## config.mk

```make
export PLATFORM = sky130hd
export DESIGN_NAME = br_fifo_shared_dynamic_push_credit_sender
export DESIGN_NICKNAME = d
export VERILOG_FILES = /design/src/rtl/br_fifo_shared_dynamic_push_credit_sender.sv
export SDC_FILE = /design/constraint.sdc
export NUM_CORES = 1
export LEC_CHECK = 0
export BUFFER_PORTS_ARGS = -buffer_cell sky130_fd_sc_hd__buf_2
export CAP_MARGIN = 20
export CELL_PAD_IN_SITES_DETAIL_PLACEMENT = 1
export CELL_PAD_IN_SITES_GLOBAL_PLACEMENT = 2
export CORE_MARGIN = 8
export CORE_UTILIZATION = 20
export DETAILED_ROUTE_END_ITERATION = 7
export GPL_ROUTABILITY_DRIVEN = 0
export PLACE_DENSITY = 0.65
export SLEW_MARGIN = 20
export SYNTH_ARGS = -nofsm -noshare
export SYNTH_HDL_FRONTEND = slang
export SYNTH_SLANG_ARGS = --single-unit
export TNS_END_PERCENT = 100
```

## constraint.sdc

```tcl
create_clock -name clk -period 3.15 [get_ports clk]
set_clock_uncertainty 0.15 [all_clocks]
set_input_delay 0.63 -clock clk [delete_from_list [all_inputs] [get_ports clk]]
set_output_delay 0.63 -clock clk [all_outputs]
set_load 0.02 [all_outputs]
```

## src/rtl/br_fifo_shared_dynamic_push_credit_sender.sv

```systemverilog
// Credit sender: ready/valid source lanes to a credit/valid push interface.
// Option BR_FIFO_SHARED_CREDIT_SENDER_REGISTER_OUTPUTS_EN flops the push outputs.
module br_fifo_shared_dynamic_push_credit_sender #(
   parameter int NumWritePorts = 1,
   parameter int NumFifos = 2,
   parameter int Width = 1,
   parameter int MaxCredit = 3,
   localparam int PushCreditWidth = $clog2(NumWritePorts + 1),
   localparam int FifoIdWidth = (NumFifos > 2) ? $clog2(NumFifos) : 1,
   localparam int CountWidth = $clog2(MaxCredit + 1)
) (
   input  logic                                 clk,
   input  logic                                 rst_n,
   input  logic [NumWritePorts-1:0]             src_valid,
   output logic [NumWritePorts-1:0]             src_ready,
   input  logic [NumWritePorts*Width-1:0]       src_data,
   input  logic [NumWritePorts*FifoIdWidth-1:0] src_fifo_id,
   output logic                                 push_sender_in_reset,
   input  logic                                 push_receiver_in_reset,
   input  logic [PushCreditWidth-1:0]           push_credit,
   output logic [NumWritePorts-1:0]             push_valid,
   output logic [NumWritePorts*Width-1:0]       push_data,
   output logic [NumWritePorts*FifoIdWidth-1:0] push_fifo_id,
   input  logic [CountWidth-1:0]                credit_withhold,
   output logic [CountWidth-1:0]                credit_count,
   output logic [CountWidth-1:0]                credit_available
);

   localparam int SumWidth = CountWidth + 1;
   localparam logic [SumWidth-1:0] MaxCnt = SumWidth'(MaxCredit);

   typedef enum logic [1:0] {
      StReset,
      StWaitRx,
      StActive
   } state_e;

   state_e state_q, state_d;
   logic sir_q;
   logic [CountWidth-1:0] count_q, count_d;
   logic [CountWidth-1:0] avail;
   logic [NumWritePorts-1:0] ready, accept;
   logic [SumWidth-1:0] n_acc;
   logic [SumWidth-1:0] sum;
   logic live;

   always_ff @(posedge clk) begin
      if (!rst_n) begin
         state_q <= StReset;
         sir_q   <= 1'b1;
         count_q <= '0;
      end else begin
         state_q <= state_d;
         sir_q   <= 1'b0;
         count_q <= count_d;
      end
   end

   always_comb begin
      state_d = state_q;
      unique case (state_q)
         StReset:  state_d = push_receiver_in_reset ? StWaitRx : StActive;
         StWaitRx: if (!push_receiver_in_reset) state_d = StActive;
         StActive: if (push_receiver_in_reset) state_d = StWaitRx;
         default:  state_d = StReset;
      endcase
   end

   // A receiver entering reset drops this cycle's pushes along with the count.
   assign live = (state_q == StActive) && !push_receiver_in_reset;

   assign avail = (count_q > credit_withhold) ?
                  (count_q - credit_withhold) : '0;

   always_comb begin
      logic [SumWidth-1:0] seen;
      seen  = '0;
      ready = '0;
      for (int i = 0; i < NumWritePorts; i++) begin
         ready[i] = live && (seen < {1'b0, avail});
         seen = seen + {{CountWidth{1'b0}}, src_valid[i]};
      end
   end

   assign accept = src_valid & ready;

   always_comb begin
      n_acc = '0;
      for (int i = 0; i < NumWritePorts; i++) begin
         n_acc = n_acc + {{CountWidth{1'b0}}, accept[i]};
      end
   end

   assign sum = {1'b0, count_q}
              + {{(SumWidth - PushCreditWidth){1'b0}}, push_credit}
              - n_acc;

   always_comb begin
      count_d = '0;
      if (live) begin
         if (sum > MaxCnt) begin
            count_d = MaxCnt[CountWidth-1:0];
         end else begin
            count_d = sum[CountWidth-1:0];
         end
      end
   end

   assign src_ready            = ready;
   assign credit_count         = count_q;
   assign credit_available     = avail;
   assign push_sender_in_reset = sir_q;

`ifdef BR_FIFO_SHARED_CREDIT_SENDER_REGISTER_OUTPUTS_EN
   logic [NumWritePorts-1:0]             pv_q;
   logic [NumWritePorts*Width-1:0]       pd_q;
   logic [NumWritePorts*FifoIdWidth-1:0] pf_q;

   always_ff @(posedge clk) begin
      if (!rst_n) begin
         pv_q <= '0;
         pd_q <= '0;
         pf_q <= '0;
      end else begin
         pv_q <= live ? accept : '0;
         pd_q <= src_data;
         pf_q <= src_fifo_id;
      end
   end

   assign push_valid   = pv_q;
   assign push_data    = pd_q;
   assign push_fifo_id = pf_q;
`else
   assign push_valid   = accept;
   assign push_data    = src_data;
   assign push_fifo_id = src_fifo_id;
`endif

endmodule
```

==> results.sh <==
export IMPL_tns_ns=0
export IMPL_synth_area_per_cell_sq_um=9.87
export IMPL_clk_pin_slew_ns=0.05
export IMPL_finalSetupViolCount=0
export IMPL_wl_per_cell_um=10.6
export IMPL_endpoint_kind="flip-flop"
export IMPL_ys_warn_count=0
export IMPL_place_area_sq_um=442
export IMPL_ys_ff_latch=5
export IMPL_finalCritPeriodShare_pct=96.1
export IMPL_slowest_stage="fa_1"
export IMPL_final_area_sq_um=480
export IMPL_rsz0062_at_grt="yes"
export IMPL_cts_sinks=5
export IMPL_hold_buffers=0
export IMPL_syn_num_nets=50
export IMPL_hold_path_startpoint="state_q[1]$_SDFFE_PN0P_"
export IMPL_reg2reg_from="credit_count[0]$_SDFF_PN0_"
export IMPL_fp_row_count=15
export IMPL_drtIter0Drc=3
export IMPL_worst_pin_slew_ns=0.332
export IMPL_fmax_ghz=0.330
export IMPL_required_ns=3.15
export IMPL_clk_latency_ns=0.24
export IMPL_finalMaxSlewViolations=0
export IMPL_overflow=0
export IMPL_io_buffers=13
export IMPL_routed_via_density=4.10
export IMPL_dpl_hpwl_um=627
export IMPL_clockRootBuffer="clkbuf_4"
export IMPL_final_cell_mix="13 x buf_2, 9 x inv_1, 5 x dfxtp_1"
export IMPL_synth_cell_types=14
export IMPL_placedCellCount=66
export IMPL_grt_pass1_vias=285
export IMPL_drive_gt1_share_pct=45.3
export IMPL_grt_pass1_wl_um=1230
export IMPL_crit_path_start_kind="input pin"
export IMPL_cts_tree="yes"
export IMPL_vias=287
export IMPL_p_per_area_mw_per_mm2=357
export IMPL_critPathKind="in2reg"
export IMPL_ys_seq_area_share_pct=29.0
export IMPL_cp_max_fo=2
export IMPL_fin_cells=70
export IMPL_status="finished clean"
export IMPL_route_detailed_drc=0
export IMPL_cts_buffers=3
export IMPL_syn_area_sq_um=345
export IMPL_die_x_um=57.6
export IMPL_finalNetCount=69
export IMPL_syn_to_final_growth_pct=39.1
export IMPL_synthCells=35
export IMPL_start_util_pct=20.7
export IMPL_grtUsageTotal_pct=5.01
export IMPL_antenna_found_initial=0
export IMPL_worstHoldPathType="reg2reg"
export IMPL_cap_violations=0
export IMPL_die_height_um=57.6
export IMPL_grt_max_degree=6
export IMPL_drtPass1Iterations=2
export IMPL_finalWirelength_um=744
export IMPL_layout_commonest_cell="buf_2"
export IMPL_fin_hold_ws_ns=0.319
export IMPL_clockBufferDepth=2
export IMPL_startpoint="credit_withhold[0]"
export IMPL_io_pins=18
export IMPL_die_area_sq_mm=0.00331
export IMPL_hold_viol=0
export IMPL_power_leakage_uw=0.000239
export IMPL_core_area_sq_mm=0.00167
export IMPL_htreeDepth=1
export IMPL_period_minus_slack_ns=3.03
export IMPL_ant_nets=0
export IMPL_arrival_ns=3.03
export IMPL_cp_slowest_stage_delay_ns=0.50
export IMPL_vdd_drop_max_mv=0.0984
export IMPL_relSlewSlack_pct=77.8
export IMPL_cp_cell_sequence="buf_2, ha_1, inv_1, fa_1, nand2b_1, a2111oi_4, ha_1, inv_1, ha_1, inv_1, fa_2, xnor2_2, a211oi_1"
export IMPL_diodes=0
## metal layers
metal	global-route usage, %	up-vias	wire length [um]
met4	4.64	0	17
met2	6.75	6	354
li1	-	148	-
met5	0	-	0
met3	3.36	2	39
met1	5.06	131	333
## cells by family after synthesis
logic type               synth area share [%]
XOR/XNOR                                 2.54
adder cells (fa/ha/maj)                  26.1
buffers and inverters                    14.1
flip-flops                               29.0
AND/OR/NAND/NOR                          10.1
AO/OA/AOI/OAI                            18.1
## synth_stat cells
master / n / share of area [%]
buf_4: 2 / 4.3
a211oi_1: 4 / 8.7
dfxtp_1: 5 / 29
a2111oi_4: 1 / 8.0
nand2b_1: 1 / 1.8
or3b_4: 1 / 3.3
inv_1: 9 / 9.8
and3_1: 1 / 1.8
nand2_1: 2 / 2.2
a21oi_1: 1 / 1.4
ha_1: 4 / 14
nor2_1: 1 / 1.1
fa_1: 2 / 12
xnor2_1: 1 / 2.5
## report_power, final
part | switching [uW] | internal, uW | total (uW)
clock network | 27.4 | 48.0 | 75.3
logic | 16.1 | 12.8 | 28.8
registers | 1.42 | 65.8 | 67.2
## sequential cells by signal, summed over array words and instances, names as in the netlist
name and cells:
credit_count 2, push_sender_in_reset 1, state_q 2
## area by class of cell
type	instances	area, sq um
clock buffers	4	26.3
fillers	198	1190
inverters	9	33.8
multi-input cells	19	211
flip-flops and latches	5	100
well taps	17	21.3
repair buffers	16	87.6
## final timing paths
| check | cells after the start | slack [ns] | endpoint |
|---|---|---|---|
| max | 13 | 0.12 | credit_count[1]$_SDFF_PN0_ |
| min reg2reg | 1 | 0.32 | state_q[1]$_SDFFE_PN0P_ |
| min | 1 | 0.32 | state_q[1]$_SDFFE_PN0P_ |
| max reg2reg | 13 | 0.20 | credit_count[1]$_SDFF_PN0_ |
## timing repair
| action | CTS | global route |
|---|---|---|
| resized for setup | 0 | 2 |
| setup endpoints to repair | 0 | 1 |
| buffers inserted | 0 | 0 |
## critical path: cells and delay by family
kind	cells	cell delay, ns
fa+ha+maj	5	1.39
compound gates	2	0.52
buf+inv	4	0.22
xor+xnor	1	0.15
simple gates	1	0.11
## per-stage QoR
stage                     worst slack [ns]  utilization (%)  total power, uW
after floorplan                     -0.112                -             88.9
after global placement              -0.127             26.4             96.7
after detailed placement            -0.196             26.4             96.9
after CTS                           0.0490             28.0              174
after global routing               -0.0206             28.8              185
final                                0.124             28.8              171
Note: power is estimated with default switching activity, not from simulation.
